==> config.mk <==
export PLATFORM = sky130hd
export DESIGN_NAME = fp32_mac_dot_sequencer
export DESIGN_NICKNAME = d
export VERILOG_FILES = /design/src/rtl/fp32_mac_dot_sequencer.sv
export SDC_FILE = /design/constraint.sdc
export NUM_CORES = 1
export LEC_CHECK = 0
export CELL_PAD_IN_SITES_DETAIL_PLACEMENT = 1
export CELL_PAD_IN_SITES_GLOBAL_PLACEMENT = 1
export CORE_MARGIN = 5
export CORE_UTILIZATION = 39
export CTS_CLUSTER_DIAMETER = 80
export DETAILED_ROUTE_END_ITERATION = 10
export PLACE_DENSITY_LB_ADDON = 0.1
export RECOVER_POWER = 50
export SLEW_MARGIN = 20
export SYNTH_ARGS = -nofsm -noshare
export SYNTH_HDL_FRONTEND = slang
export SYNTH_SLANG_ARGS = --single-unit
==> constraint.sdc <==
create_clock -name CLK_I -period 3.67 [get_ports CLK_I]
set_clock_uncertainty 0.2 [all_clocks]
set_input_delay 1.101 -clock CLK_I [delete_from_list [all_inputs] [get_ports CLK_I]]
set_output_delay 1.101 -clock CLK_I [all_outputs]
set_load 0.02 [all_outputs]
==> src/rtl/fp32_mac_dot_sequencer.sv <==
// Dot-product sequencer: streams (a, b) pairs through an external FP32 MAC,
// feeding each delta back as the next acc, and hands the sum to the TX side.
module fp32_mac_dot_sequencer #(
    parameter int CNT_W       = 16,
    parameter int TIMEOUT_CYC = 16384
) (
    input  logic             CLK_I,
    input  logic             RSTL_I,
    input  logic             OP_VALID_I,
    output logic             OP_READY_O,
    input  logic [31:0]      OP_A_I,
    input  logic [31:0]      OP_B_I,
    input  logic             OP_LAST_I,
    output logic [31:0]      MAC_ALPHA_O,
    output logic [31:0]      MAC_BRAVO_O,
    output logic [31:0]      MAC_ACC_O,
    output logic             MAC_START_O,
    input  logic             MAC_DONE_I,
    input  logic [31:0]      MAC_DELTA_I,
    output logic             RES_VALID_O,
    input  logic             RES_READY_I,
    output logic [31:0]      RES_DATA_O,
    output logic [CNT_W-1:0] RES_COUNT_O,
    output logic             RES_TIMEOUT_O,
    output logic             BUSY_O,
    output logic [2:0]       DBG_STATE_O
);

    // Handshakes: a transfer happens on a rising edge where valid & ready are
    // both high; valid-side data is held stable while valid is high and ready low.

    localparam int TW = (TIMEOUT_CYC > 1) ? $clog2(TIMEOUT_CYC) : 1;
    localparam logic [TW-1:0] TO_LAST = TW'((TIMEOUT_CYC > 0) ? TIMEOUT_CYC - 1 : 0);

    typedef enum logic [2:0] {
        ST_IDLE   = 3'd0,
        ST_START  = 3'd1,
        ST_WAIT   = 3'd2,
        ST_FETCH  = 3'd3,
        ST_DRAIN  = 3'd4,
        ST_RESULT = 3'd5
    } state_t;

    state_t            state;
    logic              last_q;
    logic              to_flag;
    logic              done_prev;
    logic [TW-1:0]     timer;
    logic [CNT_W-1:0]  count;

    logic              done_edge;
    logic              op_hs;
    logic              res_hs;
    logic              timeout_hit;
    logic [CNT_W-1:0]  count_inc;

    assign done_edge   = MAC_DONE_I & ~done_prev;
    assign op_hs       = OP_VALID_I & OP_READY_O;
    assign res_hs      = RES_VALID_O & RES_READY_I;
    assign timeout_hit = (TIMEOUT_CYC != 0) && (timer == TO_LAST);
    assign count_inc   = (&count) ? count : count + CNT_W'(1);

    assign BUSY_O      = (state != ST_IDLE);
    assign DBG_STATE_O = state;

    always_ff @(posedge CLK_I or negedge RSTL_I) begin
        if (!RSTL_I) begin
            state         <= ST_IDLE;
            OP_READY_O    <= 1'b0;
            MAC_ALPHA_O   <= '0;
            MAC_BRAVO_O   <= '0;
            MAC_ACC_O     <= '0;
            MAC_START_O   <= 1'b0;
            RES_VALID_O   <= 1'b0;
            RES_DATA_O    <= '0;
            RES_COUNT_O   <= '0;
            RES_TIMEOUT_O <= 1'b0;
            last_q        <= 1'b0;
            to_flag       <= 1'b0;
            done_prev     <= 1'b0;
            timer         <= '0;
            count         <= '0;
        end else begin
            done_prev <= MAC_DONE_I;
            case (state)
                ST_IDLE: begin
                    OP_READY_O <= 1'b1;
                    if (op_hs) begin
                        MAC_ALPHA_O <= OP_A_I;
                        MAC_BRAVO_O <= OP_B_I;
                        last_q      <= OP_LAST_I;
                        MAC_ACC_O   <= '0;
                        count       <= '0;
                        to_flag     <= 1'b0;
                        OP_READY_O  <= 1'b0;
                        MAC_START_O <= 1'b1;
                        state       <= ST_START;
                    end
                end
                ST_START: begin
                    // Dropping start here guarantees a fresh rising edge per op.
                    MAC_START_O <= 1'b0;
                    timer       <= '0;
                    state       <= ST_WAIT;
                end
                ST_WAIT: begin
                    if (done_edge) begin
                        MAC_ACC_O <= MAC_DELTA_I;
                        count     <= count_inc;
                        if (last_q) begin
                            RES_VALID_O   <= 1'b1;
                            RES_DATA_O    <= MAC_DELTA_I;
                            RES_COUNT_O   <= count_inc;
                            RES_TIMEOUT_O <= to_flag;
                            state         <= ST_RESULT;
                        end else begin
                            OP_READY_O <= 1'b1;
                            state      <= ST_FETCH;
                        end
                    end else if (timeout_hit) begin
                        to_flag <= 1'b1;
                        if (last_q) begin
                            RES_VALID_O   <= 1'b1;
                            RES_DATA_O    <= MAC_ACC_O;
                            RES_COUNT_O   <= count;
                            RES_TIMEOUT_O <= 1'b1;
                            state         <= ST_RESULT;
                        end else begin
                            OP_READY_O <= 1'b1;
                            state      <= ST_DRAIN;
                        end
                    end else begin
                        timer <= timer + TW'(1);
                    end
                end
                ST_FETCH: begin
                    if (op_hs) begin
                        MAC_ALPHA_O <= OP_A_I;
                        MAC_BRAVO_O <= OP_B_I;
                        last_q      <= OP_LAST_I;
                        OP_READY_O  <= 1'b0;
                        MAC_START_O <= 1'b1;
                        state       <= ST_START;
                    end
                end
                ST_DRAIN: begin
                    // Remaining pairs of an aborted vector are swallowed unused.
                    if (op_hs && OP_LAST_I) begin
                        OP_READY_O    <= 1'b0;
                        RES_VALID_O   <= 1'b1;
                        RES_DATA_O    <= MAC_ACC_O;
                        RES_COUNT_O   <= count;
                        RES_TIMEOUT_O <= to_flag;
                        state         <= ST_RESULT;
                    end
                end
                ST_RESULT: begin
                    if (res_hs) begin
                        RES_VALID_O <= 1'b0;
                        to_flag     <= 1'b0;
                        OP_READY_O  <= 1'b1;
                        state       <= ST_IDLE;
                    end
                end
                default: begin
                    OP_READY_O <= 1'b0;
                    state      <= ST_IDLE;
                end
            endcase
        end
    end

endmodule

# Yosys cells after proc, flatten, opt, wreduce, memory -nomap -nowiden
# Index checks and enable logic that the tools add are counted.
# word_totals
register_bits	184
input_bits	102
output_inout_bits	152
wordCells	115
# classes
n_addsub	2
n_eq_ne	18
mux	55
bitwise_logic	5
reduce_logical	20
# op_table
cell	count
two-way mux 32 bit	7
two-way mux 16 bit	8
one-hot mux 32 bit (2 select lines)	2
one-hot mux 16 bit (2 select lines)	2
two-way mux 14 bit	2
one-hot mux 14 bit (2 select lines)	1
two-way mux 1 bit	21
two-way mux 3 bit	6
adder 16 x 1 -> 16 bit, second input constant	1
inequality test 2 bit, second input constant	8
AND reduction 16 bit	1
one-hot mux 3 bit (5 select lines)	1
AND reduction 5 bit	3
adder 14 x 1 -> 14 bit, second input constant	1
equality test 14 bit, second input constant	1
inequality test 3 bit, second input constant	3
nonzero test 3 bit	3
AND reduction 4 bit	2
nonzero test 2 bit	4
equality test 3 x 2 -> 1 bit, second input constant	2
equality test 3 bit, second input constant	2
one-hot mux 1 bit (3 select lines)	2
one-hot mux 1 bit (6 select lines)	1
AND reduction 3 bit	2
other kinds (9)	14

# Depth between registers and ports, before layout
# Gate-level depths: netlist of the first run.
# depth
word_depth	5
mapped_depth	8
depth_no_buf	6

# Worst setup path before layout of the first run
# No wires, ideal clock.
# synth_path
path_type	input port to flip-flop
start	input MAC_DONE_I
end	register count[0]
setup_ns	0.125
arrival_time_ns	2.299
t_required_ns	3.345
setup_slack_ns	1.047
cell_stages	5
path_buffers	0
path_cell_list	and2b_2 -> a21oi_1 -> nor3_1 -> o21ai_1 -> mux2_2
# synth_between
elab_chain_cells	3
# synth_lines
element	line	source
from (decl)	18	input logic MAC_DONE_I,
AND 1 bit	57	assign done_edge = MAC_DONE_I & ~done_prev;
inequality test 2 bit (no line)	n/a	
AND reduction 3 bit (no line)	n/a	
to (signal assigned)	109	count <= count_inc;
to (decl)	49	logic [CNT_W-1:0] count;
# No other way between the ends.
# A chain may end at the register's enable or synchronous reset.

# Final worst setup path of the first run
# layout_path
start	register state[2], in the netlist DBG_STATE_O[2]
end	output BUSY_O
# layout_between
elab_chain_cells	1
# layout_lines
element	line	source
from (decl)	44	state_t state;
from (signal assigned)	68	state <= ST_IDLE;
from (signal assigned)	97	state <= ST_START;
from (signal assigned)	104	state <= ST_WAIT;
nonzero test 3 bit	63	assign BUSY_O = (state != ST_IDLE);
to (decl)	25	output logic BUSY_O,
# No other way between the ends.

==> flow_summary_export.csv, run 1 <==
group,metric,value,unit
run_status,status,"complete, but fails checks",
run_status,violations,"max-capacitance violations",
timing,finalSetupViolCount,0,
timing,hold_violations,0,
worst_setup_path,arrival,1980,ps
die,die_w,155,um
cts,ctsResizeCount,0,
drt,routed_wl,25600,um
timing,fin_ws,393,ps
timing,rsz0062_at_grt,"false",
die,die_h,155,um
logic_synthesis,synth-xor-area-share,2.14,%
logic_synthesis,ys_ff_latch,184,
cts,cts.hold.buffers_added,0,
cts,h-tree-depth,4,
drt,via_per_inst,5.36,
timing,tns,0,ps
timing,drv_slew,0,
logic_synthesis,synth-main-ff-cell,"dfrtp_1",
power_and_ir_drop,p_leak,5.01,nW
logic_synthesis,synth_edf_count,0,
cts,cts.sinks,184,
logic_synthesis,ys_async_sr_fraction,100,%
placement,dpl-instance-area,0.0111,mm^2
global_route,grt_pass1_vias,7462,
worst_setup_path,critPathKind,"reg2out",
finish,final_cell_area,0.0116,mm^2
worst_hold_path,hp-class,"reg2reg",
drt,ant_nets,0,
timing,holdWs,276,ps
drt,drtIter0Drc,323,
placement,hpwlAfterDp,19100,um
global_route,antenna_found_initial,1,
logic_synthesis,synth_seq_area_share,56.2,%
logic_synthesis,synth_area_per_cell,11.6,um^2
global_route,grt_pass1_wl,40900,um
logic_synthesis,yosysTopAreaCellShare,56.2,%
worst_setup_path,r2r_slack,810,ps
finish,nets,1059,
global_route,grtUsageTotal,21.3,%
cts,clk_pin_slew,60,ps
die,coreArea,0.0208,mm^2
logic_synthesis,synth_fa_ha_area_share,0.305,%
flow_run,drv_cap,1,
global_route,overflow,0,
finish,synthToLayoutAreaGrowth,41.5,%
logic_synthesis,yosysWarnings,0,
cts,postCtsSetupBuffers,0,
global_route,grt_max_degree,66,
logic_synthesis,synth_area_leaders,"dfrtp_1 (56%), mux2_2 (9.1%), mux2i_1 (4.4%), a22o_1 (3.6%), nand2_1 (3.4%)",
finish,fillerInstances,2226,
drt,drc_errors,0,
die,rows,53,
drt,first_pass_iters,4,
timing,post-route-period-util,89.3,%
logic_synthesis,synth-simple-area-share,12.7,%
worst_setup_path,start_kind,"register",
timing,worst_pin_slew,1490,ps
timing,min_period,3280,ps
power_and_ir_drop,p_per_area,827,mW/mm^2
logic_synthesis,synth_top_family_by_area,"multiplexers",
logic_synthesis,synth_top_area_cell,"dfrtp_1",
logic_synthesis,synth-compound-area-share,12.1,%
worst_setup_path,critPathRequiredTime,2370,ps
placement,gp_congestion,0.854,
power_and_ir_drop,ir_drop,0.390,mV
cts,clk-insertion-delay-late,430,ps
finish,drive_gt1_share,13.8,%
drt,wl_per_cell,20.6,um
worst_setup_path,cp-end-kind,"output port",
cts,cts_tree,"yes",
timing,timing.slew.headroom,0.439,%
worst_hold_path,holdCritStartpoint,"RES_DATA_O[0]",
finish,regArea,0.00460,mm^2
placement,pre_cts_ws,342,ps
power_and_ir_drop,total_power,9.58,mW
logic_synthesis,muxShareOfSynthArea,13.5,%
finish,multi_input_area,0.00331,mm^2
timing,clock.fmax,0.305,GHz
placement,port_buffers,253,
cts,cts-root-buf,"clkbuf_16",
worst_setup_path,crit_start,"DBG_STATE_O[2]",
worst_setup_path,cp_max_fo,15,
logic_synthesis,synth_cell_types,57,
worst_setup_path,r2r_start,"count[0]",
logic_synthesis,syn_inst,706,
die,dieArea,0.0240,mm^2
cts,cts-buffers-inserted,17,
die,io_pins,254,
logic_synthesis,syn-num-nets,810,
logic_synthesis,syn-cell-area,0.00819,mm^2
die,start_util,39.3,%
drt,via_count,6664,
cts,clockBufferDepth,2,
[final cells by class]
cell class	instances	area share, %
flip-flops and latches	184	39.7
multi-input cells	473	28.5
repair buffers	275	23.8
clock buffers	17	3.67
well taps	275	2.97
clock inverters	14	1.16
inverters	4	0.130
diodes	1	0.0216
[path summary, 6_finish.rpt]
check / cells after the start / endpoint
worst max register to register: 6 / count[7]
worst max-delay path: 3 / BUSY_O
worst min-delay path: 2 / RES_DATA_O[0]
worst min register to register: 2 / RES_DATA_O[0]
max in group asynchronous: 2 / MAC_ALPHA_O[1]
min in group asynchronous: 1 / RES_COUNT_O[11]
[flip-flops by register name, indices dropped and copies added (netlist names), 3 cells and up]
signal / count
MAC_ACC_O: 32
MAC_ALPHA_O: 32
MAC_BRAVO_O: 32
RES_DATA_O: 32
RES_COUNT_O: 16
count: 16
timer: 14
DBG_STATE_O: 3
[kinds of logic after synthesis]
family                   count (synthesis)
AND/OR/NAND/NOR                        195
multiplexers                           102
flip-flops                             184
adder cells (fa/ha/maj)                  2
buffers and inverters                   49
AO/OA/AOI/OAI                          154
XOR/XNOR                                20
[layout by cell type (no fill, tap or decap), types with 3 or more instances in the layout]
master           netlist  layout
dlygate4sd3_1          0      35
clkinv_4               0       6
nand2_1               75      75
o21ai_0               47      48
clkdlybuf4s50_1        0     217
xnor2_1               12      12
nor4_1                 8       9
xor2_1                 8       8
a22o_1                34      34
and4_1                 6       6
nand3_1               15      15
a31oi_1               17      17
nor2_1                25      25
buf_12                 0       6
inv_6                  0       4
o211ai_1               2       3
nor3_1                21      22
o21ai_1               17      16
a21oi_1               19      19
nand4_1               10      10
mux2_2                66      66
buf_4                  4      11
inv_1                  4       4
clkbuf_16              0      17
o31ai_1                7       7
mux2i_1               36      36
dfrtp_1              184     184
and3_1                 5       5
or2_2                  4       3
[cell usage after synthesis (7+ instances only)]
library cell  count
o21ai_0          47
nor3_1           21
nor2_1           25
o31ai_1           7
xor2_1            8
xnor2_1          12
nor4_1            8
a22o_1           34
nand4_1          10
dfrtp_1         184
mux2i_1          36
mux2_2           66
a31oi_1          17
nand2_1          75
nand3_1          15
a21oi_1          19
clkbuf_1         14
buf_2            24
o21ai_1          17
[power breakdown]
part,total [mW],switching [mW],internal [mW]
logic,4.49,2.32,2.17
registers,3.34,0.534,2.80
clock network,1.75,0.862,0.893
total,9.58,3.72,5.87
[through the flow]
| step | cells | utilization, % |
|---|---|---|
| 3_3_place_gp | 1211 | 53.4 |
| 3_5_place_dp | 1211 | 53.4 |
| 5_1_grt | 1243 | 55.7 |
| 6_report | 1243 | 55.7 |
| 2_1_floorplan | 706 | - |
| 4_1_cts | 1242 | 56.1 |
[per-layer routing]
metal | vias to the layer above | share of wire, % | global-route usage (%)
met3 | 32 | 7.2 | 6.56
li1 | 3081 | - | -
met5 | - | 0 | 0
met2 | 204 | 51 | 36.7
met1 | 3347 | 40 | 25.4
met4 | 0 | 2.2 | 7.11
[worst max-delay path, cell delays in order (launching register included)]
cell,delay [ps]
dfrtp_1,640
nor2_1,150
nand2_1,130
clkdlybuf4s50_1,630
No activity file was read; power rests on OpenSTA's default activity.
==> run 2: changes to the inputs <==
--- a/config.mk
+++ b/config.mk
@@ -13,7 +13,7 @@
 export DETAILED_ROUTE_END_ITERATION = 10
 export PLACE_DENSITY_LB_ADDON = 0.1
 export RECOVER_POWER = 50
-export SLEW_MARGIN = 20
+export SLEW_MARGIN = 0
 export SYNTH_ARGS = -nofsm -noshare
 export SYNTH_HDL_FRONTEND = slang
 export SYNTH_SLANG_ARGS = --single-unit
==> results of run 2 <==
Final layout, timing and power as in run 1 (identical DEF).
==> RTL edit 1, RTL diff (flow settings as in run 1) <==
Make the reset (`RSTL_I`) synchronous in one clocked block.
--- a/src/rtl/fp32_mac_dot_sequencer.sv
+++ b/src/rtl/fp32_mac_dot_sequencer.sv
@@ -64,5 +64,5 @@
     assign DBG_STATE_O = state;
 
-    always_ff @(posedge CLK_I or negedge RSTL_I) begin
+    always_ff @(posedge CLK_I) begin
         if (!RSTL_I) begin
             state         <= ST_IDLE;
Formal check against the unedited RTL: differs if RSTL_I is asserted again (counterexample within 4 cycles, from zero or initial values and one cycle with RSTL_I low); with RSTL_I held inactive, the same outputs for 4 cycles.
==> RTL edit 1 against run 1 <==
Synthesized cell count is 33% higher. Cell area decreased by 5.0%. Die area shrank 6.9%. Sequential share of layout area fell by 6.3 points. Count of clock-buffer cells in the layout up 1. Synthesized area fell by 7.4%. Setup slack better by 0.18 ns. Routed wire length rose by 4.0%. Sequential cell count is the same.
Power is not compared: it rests on default switching activity, and its combinational part moved more than twofold at a synthesized area within 25%.
==> RTL edit 1: results (changes against run 1) <==
Detailed routing
  – Met2 wire length: 12950 µm (-0.70%)
  – Vias: 7623 (+14%)
  – Met1 WL: 10850 µm (+7.0%)
  – Max Used Layer: met4
  – Initial drt markers: 375 (+16%)
  – Total Wirelength: 26610 µm (+4.0%)
  – Wire length on met3: 2030 µm (+10%)
  – Detailed Routing Iterations Pass 1: 4 (unchanged)

Global route
  – Largest net degree at the start of global routing: 96 (+45%)
  – First-pass GRT wire length: 41340 µm (+1.1%)
  – Initial antenna violation count: 0 (-1)
  – All-Layer GR Usage: 0.2306 (+0.01763)

Setup path
  – Worst Path Arrival: 3.27 ns (+1.29 ns)
  – Worst reg2reg path endpoint: count[2]
  – Crit-path slowest cell: nor2_2
  – Worst stage delay on the critical path: 0.74 ns (+0.10 ns)
  – FF-to-FF path depth: 6 (unchanged)
  – Worst Setup End Kind: flip-flop
  – Setup crit start: MAC_DONE_I
  – R2R Path Start: DBG_STATE_O[1]
  – Peak fanout along the critical path: 20 (+5)
  – Worst R2R Setup Slack: 1.11 ns (+0.30 ns)

Worst hold path
  – WHS Path Cells: 2 (unchanged)
  – HP Start: MAC_ALPHA_O[20]
  – Hold endpoint: MAC_ALPHA_O[20]

Final layout
  – Fin nets: 1262 (+19%)
  – NonClk Buf Share: 0.2514 (+0.01345)
  – Comb_multi_in: 676 (+43%)
  – Multi-input logic area: 0.003590 mm² (+8.5%)
  – Ant. Diodes: 0 (-1)
  – Layout cells sized above 1: 0.05892 (-0.07861)
  – Clock network area share: 0.05668 (+0.008427)
  – Fillcell total: 2290 (+2.9%)
  – Clock Buffer Count: 18 (+1)
  – Fin area: 0.01102 mm² (-5.0%)
  – Seq_cells: 184 (unchanged)
  – Register Area: 0.003684 mm² (-20%)

Power
  – P_leak: between 4 and 5 nW
  – Peak supply drop: between 300 and 400 µV

Synthesis
  – Sequential share of the synthesized area: 0.4857 (-0.07636)
  – Multiplexer share of the synthesized area: 0.003960 (-0.1308)
  – Synth Area in XOR/XNOR: 0.02541 (+0.004025)
  – Synth Area in Adders: 0.003300 (+0.0002450)
  – Top post-synthesis cells by count: nand2_1 (221), dfxtp_1 (184), nor2_1 (103)
  – Synth Area in Compound Gates: 0.1917 (+0.07059)
  – Main area contributors after synthesis: dfxtp_1 (49%), nand2_1 (11%), a21oi_1 (5.9%)
  – Yosys cell types: 55 (-3.5%)
  – Post-synth net total: 1044 (+29%)
  – FFs w/ async S/R, synth: 0 (-1.000)

Die
  – Std-Cell Core Area: 0.01933 mm² (-7.1%)

Timing
  – Final worst path period share: 0.8435 (-0.04943)
  – Slew of the pin with the lowest slew margin: 0.8603 ns (-0.6331 ns)

Placed design
  – Placer's final routability congestion estimate: 0.8062 (-5.6%)
  – Post-DP Area: 0.01041 mm² (-6.4%)
  – Place WS: 0.2436 ns (-0.09836 ns)
  – DP HPWL: 18920 µm (-0.69%)

Clock tree
  – Htree depth: 4 (unchanged)

Run status
  – Outcome: finished, final reports clean
-- RTL edit 1: worst max-delay path: cells and delay by family --
kind / cells / cell delay (ns)
AND/OR/NAND/NOR: 4 / 1.47
AO/OA/AOI/OAI: 1 / 0.15
buffers and inverters: 1 / 0.55
-- RTL edit 1: per-stage QoR --
step | instances | power (W) | hold slack, ns
finish | 1436 | 0.005621 | 0.2507
global placement | 1404 | 0.003753 | 0.2416
CTS | 1436 | 0.005761 | 0.2553
global route | 1436 | 0.005892 | 0.2707
floorplan | 940 | 0.003084 | 0.2547
detailed placement | 1404 | 0.003792 | 0.2458
-- RTL edit 1: per-layer routing --
metal | track usage | vias up
met2 | 0.3957 | 229
li1 | - | 3703
met3 | 0.05724 | 42
met5 | 0 | -
met1 | 0.2810 | 3649
met4 | 0.08330 | 0
-- RTL edit 1: cells by family after synthesis --
family          after synthesis
simple gates                426
compound gates              223
flops                       184
buf+inv                      80
xor+xnor                     22
mux                           3
fa+ha+maj                     2
==> RTL edit 2, RTL diff (config.mk and constraints of run 1) <==
Without the edit above. Change the parameter `CNT_W` from 16 to 32.
--- a/src/rtl/fp32_mac_dot_sequencer.sv
+++ b/src/rtl/fp32_mac_dot_sequencer.sv
@@ -2,5 +2,5 @@
 // feeding each delta back as the next acc, and hands the sum to the TX side.
 module fp32_mac_dot_sequencer #(
-    parameter int CNT_W       = 16,
+    parameter int CNT_W       = 32,
     parameter int TIMEOUT_CYC = 16384
 ) (
Ports: changed (resized RES_COUNT_O); port bits go from 254 to 270. No check against the original RTL was run, so the function may have changed too.
==> RTL edit 2 against run 1 <==
The run ends with capacitance limit, slew limit left. Final cell count is 26% higher. Hold slack better by 0.0012 ns. Critical path depth stayed put. Sequential cell count is 32 higher. Critical path type unchanged. Critical endpoint unchanged. Power is 19% higher. Synthesized area is 22% higher. Setup slack worse by 0.0014 ns. Cell area is 20% higher. Synthesized cell count is 36% higher. Routed wire length is 29% higher.
==> RTL edit 2: results (changes against run 1) <==
Run status
  – Outcome: finished, violations left
  – Failing checks: capacitance limit, slew limit

Synthesis
  – Main area contributors after synthesis: dfrtp_1 (54%), mux2_2 (7.4%), a31oi_1 (5.2%)
  – Synth Area in XOR/XNOR: 0.01313 (-0.008252)
  – Post-synth net total: 1066 (+32%)
  – Sequential share of the synthesized area: 0.5403 (-0.02182)
  – Multiplexer share of the synthesized area: 0.07529 (-0.05943)
  – Yosys cell types: 59 (+3.5%)

Power
  – Final Total Pwr: 0.01139 W (+19%)
  – P_leak: 5.630 nW (+12%)
  – Peak supply drop: 467.3 µV (+20%)
  – Sw Share: 0.3730 (-0.01498)
  – P_seq: 0.00381 W (+14%)

Detailed routing
  – Vias: 8809 (+32%)
  – Max Used Layer: met5
  – WL/cell: 21.10 µm (+2.5%)
  – Met1 WL: 13410 µm (+32%)

Final layout
  – Inverters: 9 (+5)
  – NonClk Buf Share: 0.2152 (-0.02274)
  – Buffers, non-clock: 301 (+9.5%)
  – Comb_multi_in: 659 (+39%)
  – Fin nets: 1317 (+24%)
  – Seq area share: 0.3886 (-0.008644)

Setup path
  – Worst stage delay on the critical path: 0.57 ns (-0.07 ns)
  – Peak fanout along the critical path: 12 (-3)

Global route
  – First-pass GRT wire length: 52510 µm (+28%)
  – Vias in the first global route: 9333 (+25%)

Clock tree
  – Htree depth: 1 (-3)

Timing
  – Final Max Tran Viols: 79 (+79)

Run
  – Max-Cap Viols: 1 (unchanged)
## RTL edit 2: worst min-delay path, cell delays in order, from the launching register on
cell	delay (ns)
dfrtp_1	0.33
nand2_1	0.05
o21ai_0	0.06
## RTL edit 2: final timing paths
kind                            slack [ns]  cells after the start       startpoint         endpoint
worst max-delay path                  0.39                      3   DBG_STATE_O[1]           BUSY_O
worst min-delay path                  0.28                      2  RES_COUNT_O[10]  RES_COUNT_O[10]
worst max register to register        0.71                      6   DBG_STATE_O[2]        count[12]
worst min register to register        0.28                      2  RES_COUNT_O[10]  RES_COUNT_O[10]
max in group asynchronous             0.66                      2           RSTL_I  MAC_BRAVO_O[18]
min in group asynchronous             1.00                      1           RSTL_I        count[18]
## RTL edit 2: metrics by stage
step / cells / hold WS [ns] / instance area [µm²]
finish: 1562 / 0.2770 / 13910
floorplan: 962 / 0.2803 / 10000
detailed placement: 1515 / 0.2753 / 13110
CTS: 1562 / 0.2831 / 13960
global route: 1562 / 0.2899 / 13910
global placement: 1515 / 0.2709 / 13110
